--- src/rtl/wave_rom_arbiter.sv ---
`timescale 1ns/1ps
`default_nettype none
// ============================================================================
//  Module   : wave_rom_arbiter
//  Purpose  : Round-robin sharing of one byte-wide wave ROM/DDR read port
//             between NUM_PORTS sample players, one read outstanding.
//  Revision : 1.0  initial release
// ============================================================================
module wave_rom_arbiter #(
    parameter int NUM_PORTS = 4,
    parameter int ADDR_W    = 28,
    parameter int TIMEOUT   = 1023
) (
    input  logic                        clk,
    input  logic                        rst,
    input  logic [NUM_PORTS*ADDR_W-1:0] req_addr,
    input  logic [NUM_PORTS-1:0]        req_rd,
    output logic [NUM_PORTS*8-1:0]      req_data,
    output logic [NUM_PORTS-1:0]        req_ready,
    output logic [ADDR_W-1:0]           mem_addr,
    output logic                        mem_rd,
    input  logic                        mem_busy,
    input  logic [7:0]                  mem_data,
    input  logic                        mem_valid,
    output logic [$clog2(NUM_PORTS)-1:0] grant,
    output logic                        timeout
);

    localparam int c_gw = $clog2(NUM_PORTS);
    localparam int c_tw = (TIMEOUT > 0) ? $clog2(TIMEOUT + 1) : 1;
    localparam logic [c_tw-1:0] c_tlim = c_tw'((TIMEOUT > 0) ? TIMEOUT - 1 : 0);

    localparam logic [1:0] c_idle  = 2'd0;
    localparam logic [1:0] c_issue = 2'd1;
    localparam logic [1:0] c_wait  = 2'd2;

    logic [1:0]           r_state;
    logic [ADDR_W-1:0]    r_addr [NUM_PORTS];
    logic [7:0]           r_data [NUM_PORTS];
    logic [NUM_PORTS-1:0] r_pending;
    logic [NUM_PORTS-1:0] r_ready;
    logic [c_gw-1:0]      r_grant;
    logic [c_gw-1:0]      r_last;
    logic [ADDR_W-1:0]    r_mem_addr;
    logic                 r_mem_rd;
    logic [c_tw-1:0]      r_cnt;
    logic                 r_timeout;

    logic [c_gw-1:0]      w_cand [NUM_PORTS];
    logic [c_gw-1:0]      w_pick;
    logic                 w_tmo;
    logic                 w_done;

    // w_cand[k] is the k-th port after the last grant, wrapping.
    for (genvar k = 0; k < NUM_PORTS; k++) begin : g_cand
        assign w_cand[k] = c_gw'((int'(r_last) + k + 1) % NUM_PORTS);
    end

    always_comb begin
        w_pick = '0;
        for (int k = NUM_PORTS - 1; k >= 0; k--) begin
            if (r_pending[w_cand[k]]) begin
                w_pick = w_cand[k];
            end
        end
    end

    assign w_tmo  = (TIMEOUT != 0) && (r_cnt == c_tlim);
    assign w_done = (r_state == c_wait) && (mem_valid || w_tmo);

    always_ff @(posedge clk) begin
        if (rst) begin
            r_state    <= c_idle;
            r_pending  <= '0;
            r_ready    <= '1;
            r_grant    <= '0;
            r_last     <= c_gw'(NUM_PORTS - 1);
            r_mem_addr <= '0;
            r_mem_rd   <= 1'b0;
            r_cnt      <= '0;
            r_timeout  <= 1'b0;
            for (int i = 0; i < NUM_PORTS; i++) begin
                r_addr[i] <= '0;
                r_data[i] <= '0;
            end
        end else begin
            case (r_state)
                c_idle: begin
                    if (|r_pending) begin
                        r_grant    <= w_pick;
                        r_mem_addr <= r_addr[w_pick];
                        r_mem_rd   <= 1'b1;
                        r_state    <= c_issue;
                    end
                end
                c_issue: begin
                    if (!mem_busy) begin
                        r_mem_rd <= 1'b0;
                        r_cnt    <= '0;
                        r_state  <= c_wait;
                    end
                end
                c_wait: begin
                    if (w_done) begin
                        // A timed-out read completes with a zero byte so the player never stalls.
                        r_data[r_grant]    <= mem_valid ? mem_data : 8'h00;
                        r_pending[r_grant] <= 1'b0;
                        r_ready[r_grant]   <= 1'b1;
                        r_last             <= r_grant;
                        r_state            <= c_idle;
                        if (!mem_valid) begin
                            r_timeout <= 1'b1;
                        end
                    end else if (r_cnt != '1) begin
                        r_cnt <= r_cnt + c_tw'(1);
                    end
                end
                default: r_state <= c_idle;
            endcase

            // Capture never collides with completion: the completing port has READY low.
            for (int i = 0; i < NUM_PORTS; i++) begin
                if (req_rd[i] && r_ready[i]) begin
                    r_addr[i]    <= req_addr[i*ADDR_W +: ADDR_W];
                    r_pending[i] <= 1'b1;
                    r_ready[i]   <= 1'b0;
                end
            end
        end
    end

    for (genvar i = 0; i < NUM_PORTS; i++) begin : g_out
        assign req_data[i*8 +: 8] = r_data[i];
    end

    assign req_ready = r_ready;
    assign mem_addr  = r_mem_addr;
    assign mem_rd    = r_mem_rd;
    assign grant     = r_grant;
    assign timeout   = r_timeout;

endmodule
`default_nettype wire

--- config.mk ---
export PLATFORM = sky130hd
export DESIGN_NAME = wave_rom_arbiter
export DESIGN_NICKNAME = d
export VERILOG_FILES = /design/src/rtl/wave_rom_arbiter.sv
export SDC_FILE = /design/constraint.sdc
export NUM_CORES = 1
export LEC_CHECK = 0
export BUFFER_PORTS_ARGS = -buffer_cell sky130_fd_sc_hd__buf_2
export CAP_MARGIN = 0
export CORE_ASPECT_RATIO = 1.25
export CORE_UTILIZATION = 54
export DETAILED_ROUTE_END_ITERATION = 7
export GPL_ROUTABILITY_DRIVEN = 0
export PLACE_DENSITY = 0.8
export RECOVER_POWER = 100
export SYNTH_ARGS = -nofsm -noshare
export SYNTH_HDL_FRONTEND = slang
export SYNTH_SLANG_ARGS = --single-unit
--- constraint.sdc ---
create_clock -name clk -period 2.7 [get_ports clk]
set_input_delay 0 -clock clk [delete_from_list [all_inputs] [get_ports clk]]
set_output_delay 0 -clock clk [all_outputs]
set_load 0.01 [all_outputs]
# Word-level counts from Yosys, hierarchy flattened
# Memory sizes are Yosys's and may differ from the RTL's. A register that Yosys moved wholly into a read port is not among the register bits.
# Cells that the tools add are included.
# totals
ramBits	144
regBits	26
mem_count	2
romBits	0
inputBits	128
latchBits	0
out_inout_bits	68
# mem_list
name	depth	word_bits	read_ports	rd_ports_with_merged_regs	wr	line_no	text
r_addr	4	28	1	1	4	38	logic [ADDR_W-1:0] r_addr [NUM_PORTS];
r_data	4	8	4	0	4	39	logic [7:0] r_data [NUM_PORTS];
# op_classes
muxes	63
div	0
reduce_logical	30
n_lt_le_gt_ge	6
shift	0
add_sub_neg	7
n_eq_ne	9
n_mul	0
n_bitwise	8
# ops
operator	count
2-to-1 mux 28 bit	4
2-to-1 mux 1 bit	34
2-to-1 mux 10 bit	3
one-hot mux 10 bit (2 select lines)	1
nonzero test 2 bit	10
2-to-1 mux 2 bit	8
2-to-1 mux 4 bit	4
2-to-1 mux 8 bit	2
< comparator 2 x 3 -> 1 bit, second input constant	5
AND reduction 2 bit	6
adder 10 x 1 -> 10 bit, second input constant	1
== test 10 bit, second input constant	1
inequality test 10 bit, second input constant	1
AND reduction 3 bit	3
adder 2 x 1 -> 2 bit, second input constant	4
binary-select mux 1 bit (select 2 bit)	4
inequality test 2 bit, second input constant	4
OR reduction 8 bit	1
logical AND 1 bit	6
one-hot mux 2 bit (3 select lines)	1
adder 2 bit, second input constant	2
AND 4 bit	1
NOT 4 bit	1
OR 1 bit	4
other kinds (12)	12

# Depth between registers and ports, before layout
# Gate-level depths: netlist (run 1).
# logic_depth
depth_word	9
ltp_mapped	7
depth_no_buf	7

# Worst setup path before layout (run 1)
# Ideal clock, no wire load.
# synth_path
path_type	register -> register
from	reg r_cnt[4]
to	mem r_data[0][0] (enable)
stages_incl_launch_ff	6
arrival_time_ns	1.552
t_required_ns	2.371
synth_period_minus_slack_ns	1.881
n_path_buf	1
path_slack_ns	0.819
cell_sequence	dfxtp_1 > and4_4 > a31oi_2 > or4_1 > buf_2 > nand2_1
# synth_rtl
element	line_no	text
start: declaration	46	logic [c_tw-1:0] r_cnt;
start signal: assignment	115	r_cnt <= r_cnt + c_tw'(1);
end: declaration	39	

# Worst setup path in the final report (run 1)
# layout_path
from	reg r_last[1]
to	reg r_mem_addr[6], in the netlist mem_addr[6], read port of r_addr
# layout_via
elab_chain_cells	8
elab_cells_between_ends	18
cone_classes	add/sub: 6; mux: 12
# layout_lines
element	line_no	text
start: declaration	43	logic [c_gw-1:0] r_last;
start signal: assignment	77	r_last <= c_gw'(NUM_PORTS - 1);
start signal: assignment	109	r_last <= r_grant;
adder 2 bit	56	assign w_cand[k] = c_gw'((int'(r_last) + k + 1) % NUM_PORTS);
adder 2 x 1 -> 2 bit	56	
binary-select mux 1 bit (select 2 bit)	62	if (r_pending[w_cand[k]]) begin
2-to-1 mux 1 bit (implied by the code)	62	
2-to-1 mux 2 bit (3 in series)	62	
2-to-1 mux 2 bit *	62	
end: declaration	44	logic [ADDR_W-1:0] r_mem_addr;
# Every way passes the cells marked *; elsewhere a longest branch is shown, timed or not. The select of a mux whose other input is x is not followed.
# A chain may end at the register's enable or synchronous reset.

==> metrics.yaml, run 1 <==
yosys:
  synth_compound_area_share_pct: 10.1
  number_of_flops_mapped_to_enable_cells_by_yosys: 144
  postSynth.asyncResetShare_pct: 0
  combinational_family_with_the_most_area_after_synthesis: "simple AND/OR/NAND/NOR gates"
  yosys_warnings: 0
  share_of_synthesized_area_spent_on_multiplexers_pct: 3.79
  synth.yosys.seq_area_share_pct: 63.9
  leading_register_cell_type_out_of_synthesis: "sky130_fd_sc_hd__edfxtp_1"
  postSynthCellCount: 685
  ys_seq_elements: 198
  synth_area_per_cell_um2: 12.3
  nets_in_the_synthesized_netlist: 815
  synth.lib_cells_used.distinct: 55
  yosys.area_share.adder_pct: 0.296
  synthXorXnorAreaFrac_pct: 0.932
  synth_simple_gate_area_share_pct: 17.6
  mappedNetlistArea_um2: 8450
final_layout:
  n_antenna_cell: 0
  final_design_area_no_fill_um2: 11300
  layout-drive-gt1-share_pct: 18.5
  utilization_after_layout_pct: 74.7
  area.growth.synth_to_final_pct: 33.8
  num-nets-final: 1133
timing:
  final.period_utilization_pct: 87.0
  slew_violations: 0
  clock.fmax_ghz: 0.426
  tightest_slew_ps: 1420
  finalCriticalPeriod_ps: 2350
  fin_setup_tns_ps: 0
  report.final.setup_viol: 0
  final_hold_viol_count: 0
  slew-limit-headroom_pct: 5.44
  clock_skew_ps: 9.15
  grt_setup_unrepaired: "no"
worst_setup_path:
  endpoint_kind: "flop"
  worstPathCellList: "mux2i_1, o21a_1, clkbuf_2, nand2_4, nand2_4, o221ai_1"
  startpoint_type: "flop"
  critical_path_peak_fanout: 34
  worst-setup-path-type: "flop to flop"
  crit_arrival_ps: 2630
  timing.critical_path.mode_cell: "sky130_fd_sc_hd__nand2_4"
  timing.critical_path.slowest_stage_cell: "sky130_fd_sc_hd__clkbuf_2"
  crit_required_ps: 2980
  critPathMaxStageDelay_ps: 570
routing:
  drt_pre_antenna_iters: 5
  route.detailed.drc: 0
  viasPerCell: 5.56
  wirelength_um: 23300
  drtIter0Drc: 576
  post_dr_wirelength_cell_um: 19.0
  antenna_left: 0
  vias: 6801
pwr:
  power_leakage_nw: 4.43
  overall_power_mw: 7.27
  internal_power_mw: 5.43
  combinationalPowerShare_pct: 14.9
  switch_pwr_mw: 1.84
  vdd_drop_max_mv: 0.499
  clock_power_share_pct: 35.0
  power_frac_seq_pct: 50.1
  power.density_nw_per_um2: 642
  swShare_pct: 25.3
clock_network:
  htree_num_levels: 4
  cts-root-buf: "sky130_fd_sc_hd__clkbuf_16"
  cts_sinks: 198
  clkSlewWorstSetupHoldPaths_ps: 70
  post-cts-setup-buffer-count: 0
  clock_network_latency_to_the_later_pin_of_the_worst_skew_pair_ps: 430
  ctsLongestPathBuffers: 2
  cts_tree: "yes"
  number_of_buffers_created_by_cts: 17
  cts_hold_buf: 126
  cts_repair_resize_count: 0
floorplanning:
  coreArea_um2: 15100
  floorplan.initialDensity_pct: 55.8
  design.die.area_um2: 16200
  die_height_um: 142
  pin_count: 196
  placement_rows: 50
  x_dimension_of_the_die_um: 114
outcome:
  status: "finished, final reports clean"
job:
  max_cap_violations: 0
global_routing:
  pin_count_of_the_biggest_net_entering_global_routing: 35
  grt_pass1_wl_um: 35600
  global_route.overflow_total: 0
  antenna_violations_before_repair: 0
  first_global_vias: 7038
  grtUsageTotal_pct: 29.5
place:
  place_hpwl_um: 13500
  io_buffers: 195
  placedInstanceArea_um2: 9600
min_path:
  hold_class: "primary input to flop"
==> area by class of cell <==
class	count	area, um2
clock buffers	19	433
clock inverters	13	156
fillers	1003	3830
inverters	16	60.1
multi-input cells	432	2750
flip-flops and latches	198	5410
well taps	208	260
repair buffers	338	2250
==> flip-flops by register name, indices dropped and copies added, names as in the netlist <==
| register | cells |
|---|---|
| r_cnt | 10 |
| r_pending | 4 |
| r_state | 2 |
| r_last | 2 |
| grant | 2 |
| r_data | 32 |
| timeout | 1 |
| req_ready | 4 |
| mem_rd | 1 |
| mem_addr | 28 |
| r_addr | 112 |
==> worst max-delay path: cells and delay by family, from the launching register on <==
kind	cells	cell delay (ps)
flip-flops	1	460
buffers and inverters	1	570
multiplexers	1	330
AND/OR/NAND/NOR	2	510
AO/OA/AOI/OAI	2	310
==> cell usage in the layout (no fill, tap or decap), drive strengths merged, types with 2 or more instances in the layout <==
cell type | Yosys | final
and3 | 8 | 8
a31oi | 19 | 19
buf | 19 | 135
mux2i | 32 | 32
a21boi | 19 | 19
a211o | 8 | 8
dlygate4sd3 | 0 | 126
xor2 | 7 | 7
o221ai | 10 | 10
a31o | 4 | 4
o21ai | 43 | 43
nand2 | 40 | 40
clkinvlp | 0 | 3
a211oi | 2 | 2
and4 | 2 | 2
nand3 | 36 | 36
and2 | 112 | 112
edfxtp | 144 | 144
nand4 | 3 | 3
ha | 2 | 2
nor2 | 47 | 47
bufinv | 0 | 3
nor3 | 3 | 3
inv | 16 | 17
xnor2 | 2 | 2
o21a | 2 | 2
clkinv | 0 | 6
or3b | 2 | 2
clkbuf | 20 | 96
a21oi | 11 | 11
nand2b | 2 | 2
nand3b | 6 | 6
dfxtp | 54 | 54
==> logic make-up (layout without fill, tap and decap cells) <==
| family | count (synthesis) | count (layout) |
|---|---|---|
| AOI/OAI and AO/OA | 123 | 123 |
| xor gates and xnor gates | 9 | 9 |
| adders and majority gates | 2 | 2 |
| muxes | 32 | 32 |
| and+or+nand+nor | 266 | 266 |
| DFF | 198 | 198 |
| buffers and inverters | 55 | 386 |
==> per-stage QoR <==
stage | hold WS, ps | setup slack, ps | cells
6_report | 72.6 | 350 | 1224
3_3_place_gp | 279 | 655 | 1066
3_5_place_dp | 279 | 617 | 1066
5_1_grt | 60.2 | 255 | 1224
2_1_floorplan | 165 | 819 | 685
4_1_cts | 61.6 | 599 | 1224
==> routing by layer <==
layer	track usage (%)	vias up	wire, um
li1	-	3100	-
met2	54.0	408	12300
met3	5.72	88	1720
met5	0	-	0
met1	32.2	3205	8220
met4	15.5	0	1050
==> path summary, 6_finish.rpt <==
kind / end / slack (ps) / cells past startpoint / start
max: mem_addr[6]$_SDFFE_PP0P_ / 350 / 6 / r_last[1]$_SDFFE_PP1P_
min: grant[1]$_SDFFE_PP0P_ / 70 / 3 / rst
max reg2reg: mem_addr[6]$_SDFFE_PP0P_ / 350 / 6 / r_last[1]$_SDFFE_PP1P_
min reg2reg: mem_rd$_SDFFE_PP0P_ / 480 / 2 / mem_rd$_SDFFE_PP0P_
==> cell usage after synthesis, drive strengths merged, types with 10 or more instances <==
master	number	area, um2
a21boi	19	146
a21oi	11	55.1
a31oi	19	125
and2	112	701
buf	19	148
clkbuf	20	76.3
dfxtp	54	1080
edfxtp	144	4320
inv	16	60.1
mux2i	32	320
nand2	40	165
nand3	36	185
nor2	47	200
o21ai	43	230
o221ai	10	93.8
==> power by group through the flow <==
stage / Clock [mW] / Combinational (mW) / Sequential (mW)
3_3_place_gp: 0 / 0.938 / 3.69
3_5_place_dp: 0 / 0.956 / 3.69
5_1_grt: 2.68 / 1.16 / 3.66
2_1_floorplan: 0 / 0.576 / 3.70
6_report: 2.54 / 1.08 / 3.64
4_1_cts: 2.54 / 1.10 / 3.63
No activity file was read; power rests on OpenSTA's default activity.
==> run 2, diff against run 1 <==
--- a/config.mk
+++ b/config.mk
@@ -8,6 +8,7 @@
 export BUFFER_PORTS_ARGS = -buffer_cell sky130_fd_sc_hd__buf_2
 export CAP_MARGIN = 0
 export CORE_ASPECT_RATIO = 1.25
+export CORE_MARGIN = 5
 export CORE_UTILIZATION = 54
 export DETAILED_ROUTE_END_ITERATION = 7
 export GPL_ROUTABILITY_DRIVEN = 0
==> constraint.sdc (replaced) <==
create_clock -name clk -period 2.2 [get_ports clk]
set_input_delay 0 -clock clk [delete_from_list [all_inputs] [get_ports clk]]
set_output_delay 0 -clock clk [all_outputs]
set_load 0.01 [all_outputs]
==> run 2 against run 1 <==
Against the previous run: global-route usage fell by 2.4 points; clock skew rose by 4.2 ps; routed wire length rose by 5.8%; largest power group unchanged; clock power rose by 33%; largest cell class unchanged; utilization fell by 0.90 points; combinational power rose by 27%; sequential cell count did not move; register-to-register slack got worse by 130 ps; critical path depth did not move; critical endpoint is now mem_addr[19]$_SDFFE_PP0P_.
==> metrics.yaml, run 2 (synthesis gave the netlist of run 1 again) <==
global_routing:
  grt_pass1_wl_um: 37500  # was 35600 um
  grtUsageTotal_pct: 27.2  # was 29.5%
  first_global_vias: 7162  # was 7038
  antenna_violations_before_repair: 2  # was 0
  global_route.overflow_total: 0  # unchanged
  pin_count_of_the_biggest_net_entering_global_routing: 30  # was 35
timing:
  slew_violations: 0  # unchanged
  report.final.setup_viol: 0  # unchanged
  final_hold_viol_count: 0  # unchanged
  final.period_utilization_pct: 89.9  # was 87.0%
  tightest_slew_ps: 1210  # was 1420 ps
  slew-limit-headroom_pct: 19.1  # was 5.44%
  clock.fmax_ghz: 0.505  # was 0.426 GHz
  fin_setup_tns_ps: 0  # unchanged
  finalCriticalPeriod_ps: 1980  # was 2350 ps
  clock_skew_ps: 13.4  # was 9.15 ps
  grt_setup_unrepaired: "no"  # unchanged
clock_network:
  ctsLongestPathBuffers: 2  # unchanged
  cts-root-buf: "sky130_fd_sc_hd__clkbuf_16"  # unchanged
  cts_repair_resize_count: 0  # unchanged
  clkSlewWorstSetupHoldPaths_ps: 80  # was 70 ps
  post-cts-setup-buffer-count: 0  # unchanged
  htree_num_levels: 4  # unchanged
  number_of_buffers_created_by_cts: 17  # unchanged
  cts_tree: "yes"  # unchanged
  clock_network_latency_to_the_later_pin_of_the_worst_skew_pair_ps: 440  # was 430 ps
  cts_sinks: 198  # unchanged
final_layout:
  layout.cells.most_common: "sky130_fd_sc_hd__edfxtp_1"  # unchanged
  regMostFlops: "r_addr"  # unchanged
  area.growth.synth_to_final_pct: 35.4  # was 33.8%
  most-common-layout-cells: "144 x sky130_fd_sc_hd__edfxtp_1, 128 x sky130_fd_sc_hd__dlygate4sd3_1, 127 x sky130_fd_sc_hd__buf_2"  # was 144 x sky130_fd_sc_hd__edfxtp_1, 127 x sky130_fd_sc_hd__buf_2, 126 x sky130_fd_sc_hd__dlygate4sd3_1
  layout-drive-gt1-share_pct: 19.7  # was 18.5%
  largest_reg_flops: 112  # unchanged
  num-nets-final: 1143  # was 1133
worst_setup_path:
  critical_path_peak_fanout: 13  # was 34
  timing.critical_path.slowest_stage_cell: "sky130_fd_sc_hd__dfxtp_1"  # was sky130_fd_sc_hd__clkbuf_2
  rr_endpoint: "mem_addr[19]$_SDFFE_PP0P_"  # was mem_addr[6]$_SDFFE_PP0P_
  worst_r2r_startpoint: "r_last[1]$_SDFFE_PP1P_"  # unchanged
  worstPathCellList: "mux2i_1, o21a_1, buf_4, nand2_4, nand2_2, o221ai_1"  # was mux2i_1, o21a_1, clkbuf_2, nand2_4, nand2_4, o221ai_1
  worst-setup-path-type: "flop to flop"  # unchanged
  startpoint_type: "flop"  # unchanged
  critPathMaxStageDelay_ps: 470  # was 570 ps
  ff_to_ff_path_depth: 6  # unchanged
  crit_required_ps: 2510  # was 2980 ps
  rrSetupSlack_ps: 220  # was 350 ps
  crit_arrival_ps: 2280  # was 2630 ps
  endpoint_kind: "flop"  # unchanged
routing:
  wirelength_um: 24600  # was 23300 um
  antenna_left: 0  # unchanged
  top_layer: "met4"  # unchanged
  met3WireLength_um: 1630  # was 1720 um
  drtIter0Drc: 470  # was 576
  drt_pre_antenna_iters: 6  # was 5
  post_dr_wirelength_cell_um: 19.9  # was 19.0 um
  met2WireLength_um: 13100  # was 12300 um
  viasPerCell: 5.45  # was 5.56
  wirelength_met1_um: 9090  # was 8220 um
  vias: 6760  # was 6801
  route.detailed.drc: 0  # unchanged
floorplanning:
  pin_count: 196  # unchanged
  die_height_um: 150  # was 142 um
  floorplan.initialDensity_pct: 54.5  # was 55.8%
  x_dimension_of_the_die_um: 122  # was 114 um
  design.die.area_um2: 18300  # was 16200 um2
  placement_rows: 51  # was 50
  coreArea_um2: 15500  # was 15100 um2
min_path:
  hold_path_end: "r_addr[2][20]$_SDFFCE_PN0P_"  # was grant[1]$_SDFFE_PP0P_
  worst_hold_path.num_cells: 3  # unchanged
  beginning_of_the_worst_hold_path: "req_addr[76]"  # was rst
  hold_class: "primary input to flop"  # unchanged
pwr:
  power.density_nw_per_um2: 806  # was 642 nW/um2
  overall_power_mw: 9.22  # was 7.27 mW
  vdd_drop_max_mv: 0.538  # was 0.499 mV
  power_leakage_nw: 4.52  # was 4.43 nW
place:
  place_hpwl_um: 14200  # was 13500 um
  io_buffers: 195  # unchanged
job:
  max_cap_violations: 0  # unchanged
outcome:
  status: "finished, final reports clean"  # unchanged
## run 2: cell types whose count changed in the layout (fill, tap and decap cells not counted), moves of 3 or more
cell,change
sky130_fd_sc_hd__a21boi_0,-3
sky130_fd_sc_hd__clkbuf_2,+3
sky130_fd_sc_hd__and2_1,+4
sky130_fd_sc_hd__a21boi_1,+3
sky130_fd_sc_hd__buf_4,+6
sky130_fd_sc_hd__and2_0,-4
## run 2: final cells by class
| cell class | instances | area (um2) |
|---|---|---|
| diodes | 2 | 5.00 |
| clock buffers | 20 | 437 |
| fillers | 1013 | 4060 |
| flip-flops and latches | 198 | 5410 |
| inverters | 16 | 60.1 |
| multi-input cells | 432 | 2750 |
| repair buffers | 348 | 2330 |
| clock inverters | 12 | 199 |
| well taps | 212 | 265 |
## run 2: per-layer routing
layer / GRT usage, % / vias to the layer above
met5: 0 / -
met4: 11.5 / 0
met3: 6.24 / 62
met2: 49.3 / 331
met1: 30.4 / 3250
li1: - / 3117
## run 2: worst max path at each step
stage	startpoint	end
global route	r_last[1]$_SDFFE_PP1P_	mem_addr[17]$_SDFFE_PP0P_
floorplan	r_cnt[4]$_SDFFE_PP0P_	r_data[0][0]$_SDFFCE_PN0P_
finish	r_last[1]$_SDFFE_PP1P_	mem_addr[19]$_SDFFE_PP0P_
global placement	r_cnt[4]$_SDFFE_PP0P_	r_data[0][3]$_SDFFCE_PN0P_
detailed placement	r_cnt[4]$_SDFFE_PP0P_	r_data[0][3]$_SDFFCE_PN0P_
CTS	r_cnt[4]$_SDFFE_PP0P_	r_data[0][4]$_SDFFCE_PN0P_
## run 2: power by group
part	internal, mW	switching (mW)
registers	4.31	0.155
clock network	2.02	1.36
logic	0.587	0.787
total	6.92	2.30
## run 2: what timing repair did
action	4_1_cts	5_1_grt
hold buffers	128	0
hold endpoints to repair	138	0
setup endpoints to repair	0	0
## run 2: through the flow
step / utilization, % / std cells / setup WS (ps) / hold WS [ps] / cell area, um2
4_1_cts: 74.7 / 1238 / 299 / 360 / 11600
5_1_grt: 73.8 / 1240 / 120 / 381 / 11400
6_report: 73.8 / 1240 / 222 / 376 / 11400
2_1_floorplan: - / 685 / 319 / 165 / 8450
3_5_place_dp: 62.4 / 1078 / 312 / 279 / 9670
3_3_place_gp: 62.4 / 1078 / 397 / 277 / 9670
## run 2: critical path, delay by kind of cell (launching register included)
kind,cells,cell delay (ps)
mux,1,310
compound gates,2,330
flops,1,470
buf+inv,1,220
simple gates,2,500
==> run 3, diff against run 2 <==
--- a/config.mk
+++ b/config.mk
@@ -13,7 +13,7 @@
 export DETAILED_ROUTE_END_ITERATION = 7
 export GPL_ROUTABILITY_DRIVEN = 0
 export PLACE_DENSITY = 0.8
-export RECOVER_POWER = 100
+export RECOVER_POWER = 25
 export SYNTH_ARGS = -nofsm -noshare
 export SYNTH_HDL_FRONTEND = slang
 export SYNTH_SLANG_ARGS = --single-unit
==> run 3 against run 2 <==
Against the previous run: non-clock buffer count stayed put; maximum frequency is 3.9% higher; largest power group unchanged; power up 0.26%; die area is the same; combinational power about the same; final cell count stayed put; worst setup slack better by 74 ps.
==> metrics.yaml, run 3 (synthesis gave the netlist of run 1 again) <==
outcome:
  status: "finished, final reports clean"  # unchanged
clock_network:
  htree_num_levels: 4  # unchanged
  clock_network_latency_to_the_later_pin_of_the_worst_skew_pair_ps: 430  # was 440 ps
  cts_repair_resize_count: 0  # unchanged
  cts_hold_buf: 128  # unchanged
  post-cts-setup-buffer-count: 0  # unchanged
  cts_sinks: 198  # unchanged
  cts_tree: "yes"  # unchanged
  clkSlewWorstSetupHoldPaths_ps: 80  # about the same
  cts-root-buf: "sky130_fd_sc_hd__clkbuf_16"  # unchanged
  ctsLongestPathBuffers: 2  # unchanged
  number_of_buffers_created_by_cts: 17  # unchanged
timing:
  report.final.setup_viol: 0  # unchanged
  tightest_slew_ps: 1170  # was 1210 ps
  finalCriticalPeriod_ps: 1900  # was 1980 ps
  slew_violations: 0  # unchanged
  clock_skew_ps: 13.3  # was 13.4 ps
  final_hold_viol_count: 0  # unchanged
  slew-limit-headroom_pct: 22.1  # was 19.1%
  grt_setup_unrepaired: "no"  # unchanged
  clock.fmax_ghz: 0.525  # was 0.505 GHz
  fin_setup_tns_ps: 0  # unchanged
  final.period_utilization_pct: 86.5  # was 89.9%
pwr:
  power.density_nw_per_um2: 804  # was 806 nW/um2
  vdd_drop_max_mv: 0.533  # was 0.538 mV
  power_leakage_nw: 4.59  # was 4.52 nW
  overall_power_mw: 9.24  # was 9.22 mW
worst_setup_path:
  crit_buf_inv: 1  # unchanged
  rrSetupSlack_ps: 300  # was 220 ps
  critPathMaxStageDelay_ps: 480  # was 470 ps
  crit_arrival_ps: 2210  # was 2280 ps
  worstPathCellList: "mux2i_1, o21a_1, buf_4, nand2_4, nand2_4, o221ai_1"  # was mux2i_1, o21a_1, buf_4, nand2_4, nand2_2, o221ai_1
  crit_required_ps: 2500  # was 2510 ps
  critical_path_peak_fanout: 13  # unchanged
  endpoint_kind: "flop"  # unchanged
  timing.critical_path.mode_cell: "sky130_fd_sc_hd__nand2_4"
  worst-setup-path-type: "flop to flop"  # unchanged
  cpLargestDelayFamily: "flip-flops"  # was simple AND/OR/NAND/NOR gates
  startpoint_type: "flop"  # unchanged
  timing.critical_path.slowest_stage_cell: "sky130_fd_sc_hd__dfxtp_1"  # unchanged
final_layout:
  regMostFlops: "r_addr"  # unchanged
  num-nets-final: 1143  # unchanged
  largest_reg_flops: 112  # unchanged
  final_design_area_no_fill_um2: 11500  # was 11400 um2
  utilization_after_layout_pct: 74.2  # was 73.8%
  area.growth.synth_to_final_pct: 36.0  # was 35.4%
  layout-drive-gt1-share_pct: 20.4  # was 19.7%
  most-common-layout-cells: "144 x sky130_fd_sc_hd__edfxtp_1, 128 x sky130_fd_sc_hd__dlygate4sd3_1, 127 x sky130_fd_sc_hd__buf_2"  # unchanged
  layout.cells.most_common: "sky130_fd_sc_hd__edfxtp_1"  # unchanged
  layoutNonFillerInstCount: 1240  # unchanged
  final.fill_count: 1004  # was 1013
floorplanning:
  placement_rows: 51  # unchanged
  pin_count: 196  # unchanged
  die_height_um: 150  # unchanged
  design.die.area_um2: 18300  # unchanged
  x_dimension_of_the_die_um: 122  # unchanged
  floorplan.initialDensity_pct: 54.5  # unchanged
  coreArea_um2: 15500  # unchanged
routing:
  drtIter0Drc: 524  # was 470
  wirelength_met1_um: 8930  # was 9090 um
  antenna_left: 0  # unchanged
  top_layer: "met4"  # unchanged
  viasPerCell: 5.49  # was 5.45
  route.detailed.drc: 0  # unchanged
  wirelength_um: 24600  # about the same
  post_dr_wirelength_cell_um: 19.9  # about the same
  met3WireLength_um: 1780  # was 1630 um
  met2WireLength_um: 13000  # was 13100 um
  drt_pre_antenna_iters: 6  # unchanged
  vias: 6810  # was 6760
global_routing:
  antenna_violations_before_repair: 2  # unchanged
  grtUsageTotal_pct: 27.2  # unchanged
  global_route.overflow_total: 0  # unchanged
  grt_pass1_wl_um: 37500  # unchanged
  first_global_vias: 7162  # unchanged
  pin_count_of_the_biggest_net_entering_global_routing: 30  # unchanged
place:
  placedInstanceArea_um2: 9670  # unchanged
  io_buffers: 195  # unchanged
  place_inst: 1078  # unchanged
  place_hpwl_um: 14200  # unchanged
job:
  max_cap_violations: 0  # unchanged
min_path:
  hold_class: "primary input to flop"  # unchanged
==> run 3: cell types whose count changed in the layout (fill, tap and decap cells not counted), moves of 2 or more <==
| cell | before | now |
|---|---|---|
| sky130_fd_sc_hd__and2_1 | 39 | 91 |
| sky130_fd_sc_hd__and2_0 | 73 | 21 |
| sky130_fd_sc_hd__a21boi_1 | 11 | 18 |
| sky130_fd_sc_hd__nor2_1 | 41 | 39 |
| sky130_fd_sc_hd__nor2_2 | 5 | 7 |
| sky130_fd_sc_hd__clkbuf_2 | 8 | 2 |
| sky130_fd_sc_hd__clkbuf_1 | 74 | 71 |
| sky130_fd_sc_hd__buf_4 | 14 | 23 |
| sky130_fd_sc_hd__a21boi_0 | 7 | 0 |
==> run 3: cell type report <==
class / count / area (um2) / area share [%]
timing repair buffer: 348 / 2350 / 20.5
tap: 212 / 265 / 2.31
clock inverter: 12 / 199 / 1.73
multi-input combinational: 432 / 2780 / 24.1
antenna: 2 / 5.00 / 0.0435
clock buffer: 20 / 437 / 3.80
sequential: 198 / 5410 / 47.0
inverter: 16 / 60.1 / 0.522
==> run 3: power breakdown <==
part	internal (mW)	switching [mW]
Clock	2.02	1.37
Sequential	4.31	0.153
Combinational	0.604	0.791
==> run 3: path summary, 6_finish.rpt <==
check,startpoint,endpoint,cells past startpoint
worst max register to register,r_last[1]$_SDFFE_PP1P_,mem_addr[19]$_SDFFE_PP0P_,6
worst max-delay path,r_last[1]$_SDFFE_PP1P_,mem_addr[19]$_SDFFE_PP0P_,6
worst min-delay path,req_addr[76],r_addr[2][20]$_SDFFCE_PN0P_,3
worst min register to register,mem_addr[8]$_SDFFE_PP0P_,mem_addr[8]$_SDFFE_PP0P_,2
==> run 3: worst register-to-register path: stages, from the launching register on <==
cell and delay [ps]:
sky130_fd_sc_hd__dfxtp_1 480, sky130_fd_sc_hd__mux2i_1 320, sky130_fd_sc_hd__o21a_1 180, sky130_fd_sc_hd__buf_4 220, sky130_fd_sc_hd__nand2_4 210, sky130_fd_sc_hd__nand2_4 240, sky130_fd_sc_hd__o221ai_1 130
==> run 3: routing by layer <==
metal  track usage, %  up-vias
met4             11.5        0
met1             30.4     3274
met2             49.3      346
met5                0        -
li1                 -     3118
met3             6.24       72
==> run 3: through the flow <==
step | hold WS (ps) | setup slack (ps)
4_1_cts | 360 | 299
3_5_place_dp | 279 | 312
5_1_grt | 381 | 199
2_1_floorplan | 165 | 319
3_3_place_gp | 277 | 397
6_report | 377 | 296
